## config.mk

```make
export PLATFORM = sky130hd
export DESIGN_NAME = mem_arbiter_flat
export DESIGN_NICKNAME = d
export VERILOG_FILES = /design/src/rtl/mem_arbiter_if.sv /design/src/rtl/mem_arbiter.sv /design/src/flat_wrapper.sv
export SDC_FILE = /design/constraint.sdc
export NUM_CORES = 1
export LEC_CHECK = 0
export CAP_MARGIN = 20
export CORE_ASPECT_RATIO = 0.9
export CORE_MARGIN = 1.5
export CORE_UTILIZATION = 30
export DETAILED_ROUTE_END_ITERATION = 8
export PLACE_DENSITY = 0.88
export RECOVER_POWER = 25
export REMOVE_ABC_BUFFERS = 1
export SKIP_CTS_REPAIR_TIMING = 1
export SLEW_MARGIN = 15
export SYNTH_ARGS = -nofsm -noshare
export SYNTH_HDL_FRONTEND = slang
export SYNTH_SLANG_ARGS = --single-unit
```

## constraint.sdc

```tcl
create_clock -name clock -period 1.75 [get_ports clock]
set_clock_uncertainty 0.15 [all_clocks]
set_input_delay 0.2625 -clock clock [delete_from_list [all_inputs] [get_ports clock]]
set_output_delay 0.2625 -clock clock [all_outputs]
set_load 0.02 [all_outputs]
```

## src/rtl/mem_arbiter_if.sv

```systemverilog
// -----------------------------------------------------------------------------
// mem_arbiter_if
//   Bundle of every signal between the two requesters (A = CPU, B = DMA /
//   front-panel loader), the arbiter and the single-port byte RAM.
//
//   Requester A / B (x = a or b):
//     x_req    request, held until the ack cycle
//     x_we     write enable for the request
//     x_lock   keep the port for a burst of back-to-back accesses
//     x_addr   access address
//     x_wdata  write data
//     x_ack    one-cycle completion pulse
//     x_rdata  registered read data, holds until the next ack
//     x_gnt    requester owns the RAM port this cycle
//   RAM side:
//     mem_address, mem_write_en, mem_data_in   to the RAM
//     mem_data_out                             combinational read data
//
//   Modports:
//     slave   arbiter view
//     master  requester + RAM view (testbench / system glue)
// -----------------------------------------------------------------------------
interface mem_arbiter_if #(
    parameter int ADDR_W = 16,
    parameter int DATA_W = 8
);
    logic              a_req;
    logic              a_we;
    logic              a_lock;
    logic [ADDR_W-1:0] a_addr;
    logic [DATA_W-1:0] a_wdata;
    logic              a_ack;
    logic [DATA_W-1:0] a_rdata;
    logic              a_gnt;

    logic              b_req;
    logic              b_we;
    logic              b_lock;
    logic [ADDR_W-1:0] b_addr;
    logic [DATA_W-1:0] b_wdata;
    logic              b_ack;
    logic [DATA_W-1:0] b_rdata;
    logic              b_gnt;

    logic [ADDR_W-1:0] mem_address;
    logic              mem_write_en;
    logic [DATA_W-1:0] mem_data_in;
    logic [DATA_W-1:0] mem_data_out;

    modport slave (
        input  a_req, a_we, a_lock, a_addr, a_wdata,
        input  b_req, b_we, b_lock, b_addr, b_wdata,
        input  mem_data_out,
        output a_ack, a_rdata, a_gnt,
        output b_ack, b_rdata, b_gnt,
        output mem_address, mem_write_en, mem_data_in
    );

    modport master (
        output a_req, a_we, a_lock, a_addr, a_wdata,
        output b_req, b_we, b_lock, b_addr, b_wdata,
        output mem_data_out,
        input  a_ack, a_rdata, a_gnt,
        input  b_ack, b_rdata, b_gnt,
        input  mem_address, mem_write_en, mem_data_in
    );
endinterface

```

## src/rtl/mem_arbiter.sv

```systemverilog
// -----------------------------------------------------------------------------
// mem_arbiter
//   Shares one single-port byte RAM between requester A and requester B.
//   One access at a time; an access cycle drives the RAM port from the owner,
//   and the following cycle presents a one-cycle ack with registered read
//   data. Locked bursts get one access per cycle, but after MAX_HOLD
//   consecutive accesses the tenure ends if the other side is waiting.
//
//   Ports:
//     clock    system clock, rising edge
//     reset_n  asynchronous active-low reset
//     bus      mem_arbiter_if.slave (requesters A/B and RAM port)
// -----------------------------------------------------------------------------
module mem_arbiter #(
    parameter int ADDR_W   = 16,
    parameter int DATA_W   = 8,
    parameter int MAX_HOLD = 4
) (
    input  logic         clock,
    input  logic         reset_n,
    mem_arbiter_if.slave bus
);

    localparam int HOLD_W = $clog2(MAX_HOLD + 1);
    localparam logic [HOLD_W:0] MAX_HOLD_C = (HOLD_W + 1)'(MAX_HOLD);
    localparam logic [HOLD_W:0] ONE_C      = (HOLD_W + 1)'(1);

    typedef enum logic [1:0] {
        IDLE  = 2'd0,
        ACC_A = 2'd1,
        ACC_B = 2'd2
    } state_t;

    typedef enum logic {
        SEL_A = 1'b0,
        SEL_B = 1'b1
    } sel_t;

    state_t              state_q, state_d;
    sel_t                last_q, last_d;
    logic [HOLD_W-1:0]   hold_q, hold_d;
    logic                a_ack_q, a_ack_d;
    logic                b_ack_q, b_ack_d;
    logic [DATA_W-1:0]   a_rdata_q, a_rdata_d;
    logic [DATA_W-1:0]   b_rdata_q, b_rdata_d;

    logic                a_vis, b_vis;
    logic                acc_a, acc_b;
    logic                hold_lim;
    logic [HOLD_W-1:0]   hold_next;

    // True when this access completes MAX_HOLD accesses in the tenure.
    function automatic logic hold_limit(input logic [HOLD_W-1:0] cnt);
        logic [HOLD_W:0] inc;
        inc = {1'b0, cnt} + ONE_C;
        return (inc >= MAX_HOLD_C);
    endfunction

    // Tenure counter increment, pinned at MAX_HOLD.
    function automatic logic [HOLD_W-1:0] hold_sat_inc(input logic [HOLD_W-1:0] cnt);
        logic [HOLD_W:0] inc;
        inc = {1'b0, cnt} + ONE_C;
        if (inc >= MAX_HOLD_C) begin
            return MAX_HOLD_C[HOLD_W-1:0];
        end
        return inc[HOLD_W-1:0];
    endfunction

    // An access happens only while the owner still holds its request.
    assign acc_a = (state_q == ACC_A) && bus.a_req;
    assign acc_b = (state_q == ACC_B) && bus.b_req;

    // A requester being acked this cycle is still presenting the finished
    // transaction (or its next one); masking it hands the slot to the other.
    assign a_vis = bus.a_req && !a_ack_q;
    assign b_vis = bus.b_req && !b_ack_q;

    assign hold_lim  = hold_limit(hold_q);
    assign hold_next = hold_sat_inc(hold_q);

    always_comb begin
        state_d   = state_q;
        last_d    = last_q;
        hold_d    = hold_q;
        a_ack_d   = 1'b0;
        b_ack_d   = 1'b0;
        a_rdata_d = a_rdata_q;
        b_rdata_d = b_rdata_q;

        unique case (state_q)
            IDLE: begin
                if (a_vis && (!b_vis || (last_q == SEL_B))) begin
                    state_d = ACC_A;
                    hold_d  = '0;
                end else if (b_vis) begin
                    state_d = ACC_B;
                    hold_d  = '0;
                end
            end
            ACC_A: begin
                if (bus.a_req) begin
                    a_ack_d   = 1'b1;
                    a_rdata_d = bus.mem_data_out;
                    last_d    = SEL_A;
                    hold_d    = hold_next;
                    // Stay only if locked and not forced out by a waiting B.
                    if (bus.a_lock && !(hold_lim && bus.b_req)) begin
                        state_d = ACC_A;
                    end else begin
                        state_d = IDLE;
                    end
                end else begin
                    state_d = IDLE;
                end
            end
            ACC_B: begin
                if (bus.b_req) begin
                    b_ack_d   = 1'b1;
                    b_rdata_d = bus.mem_data_out;
                    last_d    = SEL_B;
                    hold_d    = hold_next;
                    if (bus.b_lock && !(hold_lim && bus.a_req)) begin
                        state_d = ACC_B;
                    end else begin
                        state_d = IDLE;
                    end
                end else begin
                    state_d = IDLE;
                end
            end
            default: begin
                state_d = IDLE;
            end
        endcase
    end

    always_ff @(posedge clock or negedge reset_n) begin
        if (!reset_n) begin
            state_q   <= IDLE;
            last_q    <= SEL_B;
            hold_q    <= '0;
            a_ack_q   <= 1'b0;
            b_ack_q   <= 1'b0;
            a_rdata_q <= '0;
            b_rdata_q <= '0;
        end else begin
            state_q   <= state_d;
            last_q    <= last_d;
            hold_q    <= hold_d;
            a_ack_q   <= a_ack_d;
            b_ack_q   <= b_ack_d;
            a_rdata_q <= a_rdata_d;
            b_rdata_q <= b_rdata_d;
        end
    end

    // RAM port is combinational from state so a reset pulse kills a write
    // before the edge that would commit it.
    always_comb begin
        bus.mem_address  = '0;
        bus.mem_data_in  = '0;
        bus.mem_write_en = 1'b0;
        if (acc_a) begin
            bus.mem_address  = bus.a_addr;
            bus.mem_data_in  = bus.a_wdata;
            bus.mem_write_en = bus.a_we;
        end else if (acc_b) begin
            bus.mem_address  = bus.b_addr;
            bus.mem_data_in  = bus.b_wdata;
            bus.mem_write_en = bus.b_we;
        end
    end

    assign bus.a_gnt   = (state_q == ACC_A);
    assign bus.b_gnt   = (state_q == ACC_B);
    assign bus.a_ack   = a_ack_q;
    assign bus.b_ack   = b_ack_q;
    assign bus.a_rdata = a_rdata_q;
    assign bus.b_rdata = b_rdata_q;

endmodule

```

## src/flat_wrapper.sv

```systemverilog
// flat-port wrapper written by rule: the top's interface ports become plain ports
module mem_arbiter_flat 
#(
    parameter int ADDR_W   = 16,
    parameter int DATA_W   = 8,
    parameter int MAX_HOLD = 4
)
  (clock, reset_n, bus_a_req, bus_a_we, bus_a_lock, bus_a_addr, bus_a_wdata, bus_b_req, bus_b_we, bus_b_lock, bus_b_addr, bus_b_wdata, bus_mem_data_out, bus_a_ack, bus_a_rdata, bus_a_gnt, bus_b_ack, bus_b_rdata, bus_b_gnt, bus_mem_address, bus_mem_write_en, bus_mem_data_in);
  mem_arbiter_if #(.ADDR_W(ADDR_W), .DATA_W(DATA_W)) bus_i ();
  input  logic clock;
  input  logic reset_n;
  input wire logic [$bits(bus_i.a_req)-1:0] bus_a_req;
  input wire logic [$bits(bus_i.a_we)-1:0] bus_a_we;
  input wire logic [$bits(bus_i.a_lock)-1:0] bus_a_lock;
  input wire logic [$bits(bus_i.a_addr)-1:0] bus_a_addr;
  input wire logic [$bits(bus_i.a_wdata)-1:0] bus_a_wdata;
  input wire logic [$bits(bus_i.b_req)-1:0] bus_b_req;
  input wire logic [$bits(bus_i.b_we)-1:0] bus_b_we;
  input wire logic [$bits(bus_i.b_lock)-1:0] bus_b_lock;
  input wire logic [$bits(bus_i.b_addr)-1:0] bus_b_addr;
  input wire logic [$bits(bus_i.b_wdata)-1:0] bus_b_wdata;
  input wire logic [$bits(bus_i.mem_data_out)-1:0] bus_mem_data_out;
  output wire logic [$bits(bus_i.a_ack)-1:0] bus_a_ack;
  output wire logic [$bits(bus_i.a_rdata)-1:0] bus_a_rdata;
  output wire logic [$bits(bus_i.a_gnt)-1:0] bus_a_gnt;
  output wire logic [$bits(bus_i.b_ack)-1:0] bus_b_ack;
  output wire logic [$bits(bus_i.b_rdata)-1:0] bus_b_rdata;
  output wire logic [$bits(bus_i.b_gnt)-1:0] bus_b_gnt;
  output wire logic [$bits(bus_i.mem_address)-1:0] bus_mem_address;
  output wire logic [$bits(bus_i.mem_write_en)-1:0] bus_mem_write_en;
  output wire logic [$bits(bus_i.mem_data_in)-1:0] bus_mem_data_in;
  assign bus_i.a_req = bus_a_req;
  assign bus_i.a_we = bus_a_we;
  assign bus_i.a_lock = bus_a_lock;
  assign bus_i.a_addr = bus_a_addr;
  assign bus_i.a_wdata = bus_a_wdata;
  assign bus_i.b_req = bus_b_req;
  assign bus_i.b_we = bus_b_we;
  assign bus_i.b_lock = bus_b_lock;
  assign bus_i.b_addr = bus_b_addr;
  assign bus_i.b_wdata = bus_b_wdata;
  assign bus_i.mem_data_out = bus_mem_data_out;
  assign bus_a_ack = bus_i.a_ack;
  assign bus_a_rdata = bus_i.a_rdata;
  assign bus_a_gnt = bus_i.a_gnt;
  assign bus_b_ack = bus_i.b_ack;
  assign bus_b_rdata = bus_i.b_rdata;
  assign bus_b_gnt = bus_i.b_gnt;
  assign bus_mem_address = bus_i.mem_address;
  assign bus_mem_write_en = bus_i.mem_write_en;
  assign bus_mem_data_in = bus_i.mem_data_in;
  mem_arbiter #(.ADDR_W(ADDR_W), .DATA_W(DATA_W), .MAX_HOLD(MAX_HOLD)) u_core (.clock(clock), .reset_n(reset_n), .bus(bus_i));
endmodule
```

======== Yosys cells after proc, flatten, opt, wreduce, memory -nomap -nowiden ========
Cells that the tools add are included.
storage, ports and cells
  bits in registers ....................... 24
cells by class
  add/sub/neg operators ................... 1
  magnitude comparators ................... 1
  equal/unequal tests ..................... 5
  mux-type cells .......................... 28
  reductions and logical operators ........ 22
operators by type and width
  operator             count
  $mux 16              2
  $mux 3               6
  $mux 8               2
  $mux 1               11
  $logic_and 1x1->1    9
  $pmux 3 s3           1
  $mux 2               4
  $pmux 2 s3           1
  $logic_not 1->1      5
  $add 3x1->4 const B  1
  $ge 4x3->1 const B   1
  $ne 2x2->1 const B   2
  $reduce_and 2->1     2
  $reduce_and 4->1     1
  $ne 3x1->1 const B   1
  $reduce_and 3->1     1
  $reduce_bool 3->1    1
  $eq 2x1->1 const B   1
  $eq 2x2->1 const B   1
  $logic_not 2->1      1
  $pmux 1 s2           1
  $reduce_bool 2->1    1
  $logic_or 1x1->1     1

======== Depth between registers and ports, before layout ========
Gate-level depths: netlist of run 1.
  word-level depth ........................ 8
  depth in mapped cells ................... 8
  depth with buffers taken out ............ 7

======== Worst setup path before layout of run 1 ========
Ideal clock, no wire load.
  kind .................................... register to output
  from .................................... reg u_core.state_q[0]
  to ...................................... out bus_mem_address[0]
  arrival time ............................ 1,555 ps
  path slack .............................. -217 ps
  cell stages (with the launch flop) ...... 8
  buffers on the path ..................... 2
  cell sequence ........................... dfrtp_1 > inv_1 > ha_1 > and2_4 > and2_4 > buf_6 > buf_6 > a22o_1
between the ends
  longest elaborated chain between the ends .. 4
  elaborated cells between the ends (all ways) .. 6
  those cells by class .................... 2 x eq/ne; 2 x mux; 2 x reduce/logical
ends and longest elaborated chain
  what                      RTL line            source
  start: declaration        mem_arbiter.sv:39   state_t state_q, state_d;
  start signal: assignment  mem_arbiter.sv:147  state_q <= state_d;
  $eq 2x2->1                --
  via bus_b_gnt             flat_wrapper.sv:28  output wire logic [$bits(bus_i.b_gnt)-1:0] bus_b_gnt;
  $logic_and 1x1->1         mem_arbiter.sv:71   assign acc_b = (state_q == ACC_B) && bus.b_req;
  $mux 16                   mem_arbiter.sv:167  end else if (acc_b) begin
  $mux 16                   mem_arbiter.sv:163  if (acc_a) begin
  end: declaration          flat_wrapper.sv:29  output wire logic [$bits(bus_i.mem_address)-1:0] bus_mem_address;
The timed path passes the listed nets, and every way through them passes these cells.

======== Worst setup path in the final report of run 1 ========
  from .................................... reg u_core.state_q[1]
  to ...................................... out bus_mem_address[7]
between the ends
  longest elaborated chain between the ends .. 4
  elaborated cells between the ends (all ways) .. 6
  those cells by class .................... 2 x eq/ne; 2 x mux; 2 x reduce/logical
ends and longest elaborated chain
  what               RTL line
  $eq 2x2->1         mem_arbiter.sv:71
  $logic_and 1x1->1  mem_arbiter.sv:71
  $mux 16            mem_arbiter.sv:167
  $mux 16 (*)        mem_arbiter.sv:163
Every way passes the cells marked *; elsewhere a longest branch is shown, timed or not.

==> out/qor.yml, run 1 <==
swShare: 0.397
p_switching_mw: 1.44
drive_gt1_frac: 0.244
overflow: 0
place_ws_ps: -738
place_area_um2: 2570
cts.sinks: 24
synthesis.area_um2: 1380
clockBufferDepth: 2
cp.required_ps: 1340
cts_made_buffers: 3
layout.nets: 324
ant_nets: 0
status: "finished, violations left"
power_density_nw_per_um2: 1350
r2r_slack_ps: 30
drt_wl_total_um: 4810
internal_power_mw: 2.19
rows: 23
ys_types: 24
path_class: "reg -> out"
finalHoldViolations: 0
antenna_found_initial: 0
num_vias: 1465
grt_pass1_vias: 1412
grt_pass1_wl_um: 7000
end_kind: "primary output"
first_pass_iters: 4
fin_util: 0.606
hpwlAfterDp_um: 3650
multi_input_area_um2: 741
period_share: 1.18
power_frac_comb: 0.648
placedCellCount: 308
min_period_ps: 2070
regArea_um2: 603
die_y_um: 67.2
drtIter0Drc: 90
fin_ws_ps: -317
ir_drop_mv: 0.677
start_util: 0.310
routedWlPerCell_um: 15.2
syn2layout_area_growth_pct: 95.4
hold_path_class: "in -> async"
insertion_delay_ps: 260
fmax_mhz: 484
violations: "setup timing"
cts_tree: "yes"
netlist_instances: 133
rsz0062_at_grt: "yes"
die-width_um: 74.4
path_clk_slew_ps: 80
seq_area_frac_synth: 0.438
setup_viol: 25
drv_cap: 0
max_slew.worst_pin.slew_ps: 816
drv_slew: 0
critPathArrivalTime_ps: 1650
nFillCells: 412
clkPwrFrac: 0.090
core_um2: 4430
drc: 0
fin_area_um2: 2690
power.leakage_nw: 1.30
grt_usage: 0.187
cp_max_fo: 7
gp_congestion: 0.850
ioPinCount: 109
instances_no_fill: 316
htreeDepth: 1
pwr-share-seq: 0.261
slew_headroom: 0.455
ys_seq_elements: 24
portBuffers: 108
critPathLaunchType: "flop"
yosys_warnings: 0
die_area_um2: 5000
drt-vias-per-instance: 4.64
grt_max_degree: 27
clockRootBuffer: "clkbuf_8"
syn_avg_cell_area_um2: 10.3
tns_ps: -6880
n_antenna_cell: 0
## kinds of logic after synthesis
family                   synth area share
multiplexers                       0.0892
adder cells (fa/ha/maj)            0.0455
buffers and inverters              0.0692
AND/OR/NAND/NOR                     0.142
flip-flops                          0.438
AO/OA/AOI/OAI                       0.217
## stage by stage
| step | power, mW | hold WS, ps |
|---|---|---|
| 6_report | 3.63 | 185 |
| 5_1_grt | 3.87 | 191 |
| 4_1_cts | 3.57 | 140 |
| 3_5_place_dp | 3.21 | 312 |
| 3_3_place_gp | 3.17 | 309 |
| 2_1_floorplan | 2.08 | -183 |
## power groups by stage
stage | registers, mW | logic [mW] | clock network (mW)
final | 0.948 | 2.35 | 0.328
after global routing | 0.983 | 2.52 | 0.369
after CTS | 0.941 | 2.28 | 0.350
after detailed placement | 0.950 | 2.26 | 0
after global placement | 0.948 | 2.22 | 0
after floorplan | 1.17 | 0.910 | 0
## registers in the layout (all words and copies together), names as in the netlist
register	cells
u_core.last_q	1
u_core.bus.b_rdata	8
u_core.bus.b_ack	1
u_core.bus.a_rdata	8
u_core.state_q	2
u_core.bus.a_ack	1
u_core.hold_q	3
## final cells by class
| class | instances | share of cell area |
|---|---|---|
| timing repair buffer | 122 | 0.443 |
| tap | 62 | 0.0289 |
| multi-input combinational | 98 | 0.276 |
| sequential | 24 | 0.224 |
| inverter | 6 | 0.0112 |
| clock buffer | 4 | 0.0168 |
## synth_stat cells (all sizes together)
cell type / number / area, µm²
a21boi: 1 / 7.51
dfstp: 1 / 26.3
mux2: 10 / 113
dfrtp: 23 / 576
nand2b: 3 / 18.8
nand2: 30 / 113
nand3: 2 / 20.0
nor2: 5 / 18.8
a22o: 25 / 219
inv: 6 / 25.0
nor3b: 1 / 7.51
o21a: 2 / 15.0
and2: 2 / 17.5
buf: 8 / 70.1
o221a: 2 / 22.5
mux2i: 1 / 10.0
a21oi: 6 / 33.8
ha: 5 / 62.6
## cells in the final DEF (no fill, tap or decap), types with 2 or more instances in the layout
master           count
nand2b_1             3
mux2_1               2
inv_1                4
a21oi_2              2
dfrtp_1             22
o21a_1               2
buf_4               11
a22o_1              25
dlymetal6s2s_1       7
a21oi_1              4
ha_4                 2
clkdlybuf4s50_1     80
nand3_2              2
mux2_2               8
clkbuf_8             3
buf_6               15
clkbuf_2             8
and2_4               5
nand2_1             29
nor2_1               5
ha_1                 3
## worst max-delay path, stage by stage (launching register included)
cell	delay, ps
dfrtp_1	400
buf_6	130
ha_4	150
and2_4	150
and2_4	190
a22o_1	230
buf_6	140
## final timing paths
path / startpoint / to / cells past startpoint
hold / removal: reset_n / u_core.bus.a_rdata[0]$_DFFE_PN0P_ / 1
min in group clock: u_core.bus.a_rdata[2]$_DFFE_PN0P_ / u_core.bus.a_rdata[2]$_DFFE_PN0P_ / 2
max in group asynchronous: reset_n / u_core.state_q[0]$_DFFE_PN0P_ / 2
setup reg to reg: u_core.state_q[1]$_DFFE_PN0P_ / u_core.state_q[0]$_DFFE_PN0P_ / 8
hold reg to reg: u_core.bus.a_rdata[2]$_DFFE_PN0P_ / u_core.bus.a_rdata[2]$_DFFE_PN0P_ / 2
setup / recovery: u_core.state_q[1]$_DFFE_PN0P_ / bus_mem_address[7] / 6
## per-layer routing
| metal | part of all wire | wire [µm] | up-vias | global-route usage |
|---|---|---|---|---|
| met2 | 0.52 | 2520 | 33 | 0.344 |
| met4 | 0.0087 | 42 | 0 | 0.0432 |
| li1 | - | - | 718 | - |
| met5 | 0 | 0 | - | 0 |
| met3 | 0.033 | 161 | 6 | 0.0433 |
| met1 | 0.43 | 2090 | 708 | 0.221 |
Power figures use the tool's default switching activity.
==> inputs of run 2 (changes only) <==
CORE_MARGIN = 4   (was 1.5)
==> run 2 against run 1 <==
Net effect: setup slack better by 28 ps; final cell count up 1.9%; sequential power about the same; critical path depth unchanged; flip-flop and latch count unchanged; fmax up 1.4%; largest power group unchanged; the run still ends with setup timing left; critical path type unchanged; global-route usage down 1.3 points; highest routed layer unchanged; clock-buffer cell count unchanged.
==> out/qor.yml, run 2 (synthesis results as in run 1) <==
power_density_nw_per_um2: 1370
cp_top_family: "flip-flops"
drv_cap: 0
drv_slew: 0
fin_ws_ps: -288
ir_drop_mv: 0.820
critPathMaxStageDelay_ps: 390
syn2layout_area_growth_pct: 101
drtIter0Drc: 51
setup_viol: 25
clockRootBuffer: "clkbuf_8"
worst-path-stages: 6
reg2reg_to: "u_core.state_q[0]$_DFFE_PN0P_"
die_area_um2: 5730
die-width_um: 79.4
ioPinCount: 109
ant_nets: 0
overflow: 0
hpwlAfterDp_um: 4090
violations: "setup timing"
die_y_um: 72.2
grt_max_degree: 28
insertion_delay_ps: 260
path_clk_slew_ps: 80
internal_power_mw: 2.31
crit_start: "u_core.state_q[1]$_DFFE_PN0P_"
cts.sinks: 24
cts_made_buffers: 3
drt-vias-per-instance: 4.60
drt_wl_total_um: 5250
end_kind: "primary output"
power.total_mw: 3.79
cpMaxStageDelayCell: "dfrtp_1"
place_area_um2: 2570
fmax_mhz: 491
rows: 23
finalHoldViolations: 0
swShare: 0.391
core_um2: 4430
period_share: 1.16
status: "finished, violations left"
power_frac_comb: 0.664
worst-path-buf-inv: 2
path_class: "reg -> out"
grt_usage: 0.175
power.leakage_nw: 1.26
pwr-share-seq: 0.251
endpoint: "bus_mem_data_in[3]"
slew_headroom: 0.599
hold_path_class: "reg -> reg"
cts_tree: "yes"
first_pass_iters: 4
min_period_ps: 2040
cp_max_fo: 7
max_slew.worst_pin.slew_ps: 602
layout.nets: 330
ff2ff_path_depth: 8
cp_cell_sequence: "buf_6 > ha_4 > and2_4 > and2_4 > a22o_1 > buf_6"
rsz0062_at_grt: "yes"
drc: 0
gp_congestion: 0.867
num_vias: 1482
critPathLaunchType: "flop"
grt_pass1_vias: 1494
critPathArrivalTime_ps: 1630
instances_no_fill: 322
final_common_cell: "clkdlybuf4s50_1"
cp.required_ps: 1340
fin_util: 0.623
portBuffers: 108
place_ws_ps: -690
placedCellCount: 309
routedWlPerCell_um: 16.3
clockBufferDepth: 2
reg2reg_from: "u_core.state_q[1]$_DFFE_PN0P_"
n_antenna_cell: 0
drive_gt1_frac: 0.296
clkPwrFrac: 0.086
antenna_found_initial: 0
grt_pass1_wl_um: 7820
htreeDepth: 1
mostFrequentLayoutCells: "clkdlybuf4s50_1 (80), nand2_1 (29), buf_6 (26)"
fin_area_um2: 2760
p_switching_mw: 1.48
start_util: 0.310
r2r_slack_ps: 20
-- run 2: final cells by class --
cell class,instances,area [µm²]
clock buffer,4,45.0
fill,382,1670
inverter,6,30.0
multi-input combinational,98,743
sequential,24,602
tap,62,77.6
timing repair buffer,128,1260
-- run 2: worst min path at each step --
stage | startpoint | endpoint | slack [ps] | depth (start not counted)
4_1_cts | reset_n | u_core.bus.b_rdata[2]$_DFFE_PN0P_ | 210 | 2
3_3_place_gp | u_core.bus.a_rdata[3]$_DFFE_PN0P_ | u_core.bus.a_rdata[3]$_DFFE_PN0P_ | 310 | 2
5_1_grt | u_core.bus.a_rdata[3]$_DFFE_PN0P_ | u_core.bus.a_rdata[3]$_DFFE_PN0P_ | 370 | 2
6_report | u_core.bus.a_rdata[3]$_DFFE_PN0P_ | u_core.bus.a_rdata[3]$_DFFE_PN0P_ | 330 | 2
2_1_floorplan | reset_n | u_core.bus.a_ack$_DFF_PN0_ | -180 | 0
3_5_place_dp | u_core.bus.a_rdata[0]$_DFFE_PN0P_ | u_core.bus.a_rdata[0]$_DFFE_PN0P_ | 320 | 2
-- run 2: power by group through the flow --
stage                     sequential, mW  combinational [mW]  clock, mW
final                              0.949                2.51      0.325
after global routing               0.985                2.68      0.358
after CTS                          0.947                2.28      0.339
after detailed placement           0.955                2.27          0
after global placement             0.942                2.23          0
after floorplan                     1.17               0.910          0
-- run 2: per-stage QoR --
step / hold WS, ps / setup TNS (ps)
floorplan: -183 / -5970
global placement: 308 / -16800
detailed placement: 317 / -17120
CTS: 206 / -23550
global route: 367 / -7940
finish: 326 / -6460
-- run 2: tightest hold or removal path, delay by kind of cell (launching register included) --
kind          cells  cell delay [ps]
simple gates      2              100
flops             1              350
-- run 2: per-layer routing --
metal  part of all wire  global-route usage  wire, µm  vias to the layer above
met3              0.035              0.0285       182                        8
met4              0.012              0.0324        65                        0
met5                  0                   0         0                        -
met1               0.40               0.214      2090                      713
met2               0.55               0.325      2910                       33
li1                   -                   -         -                      728
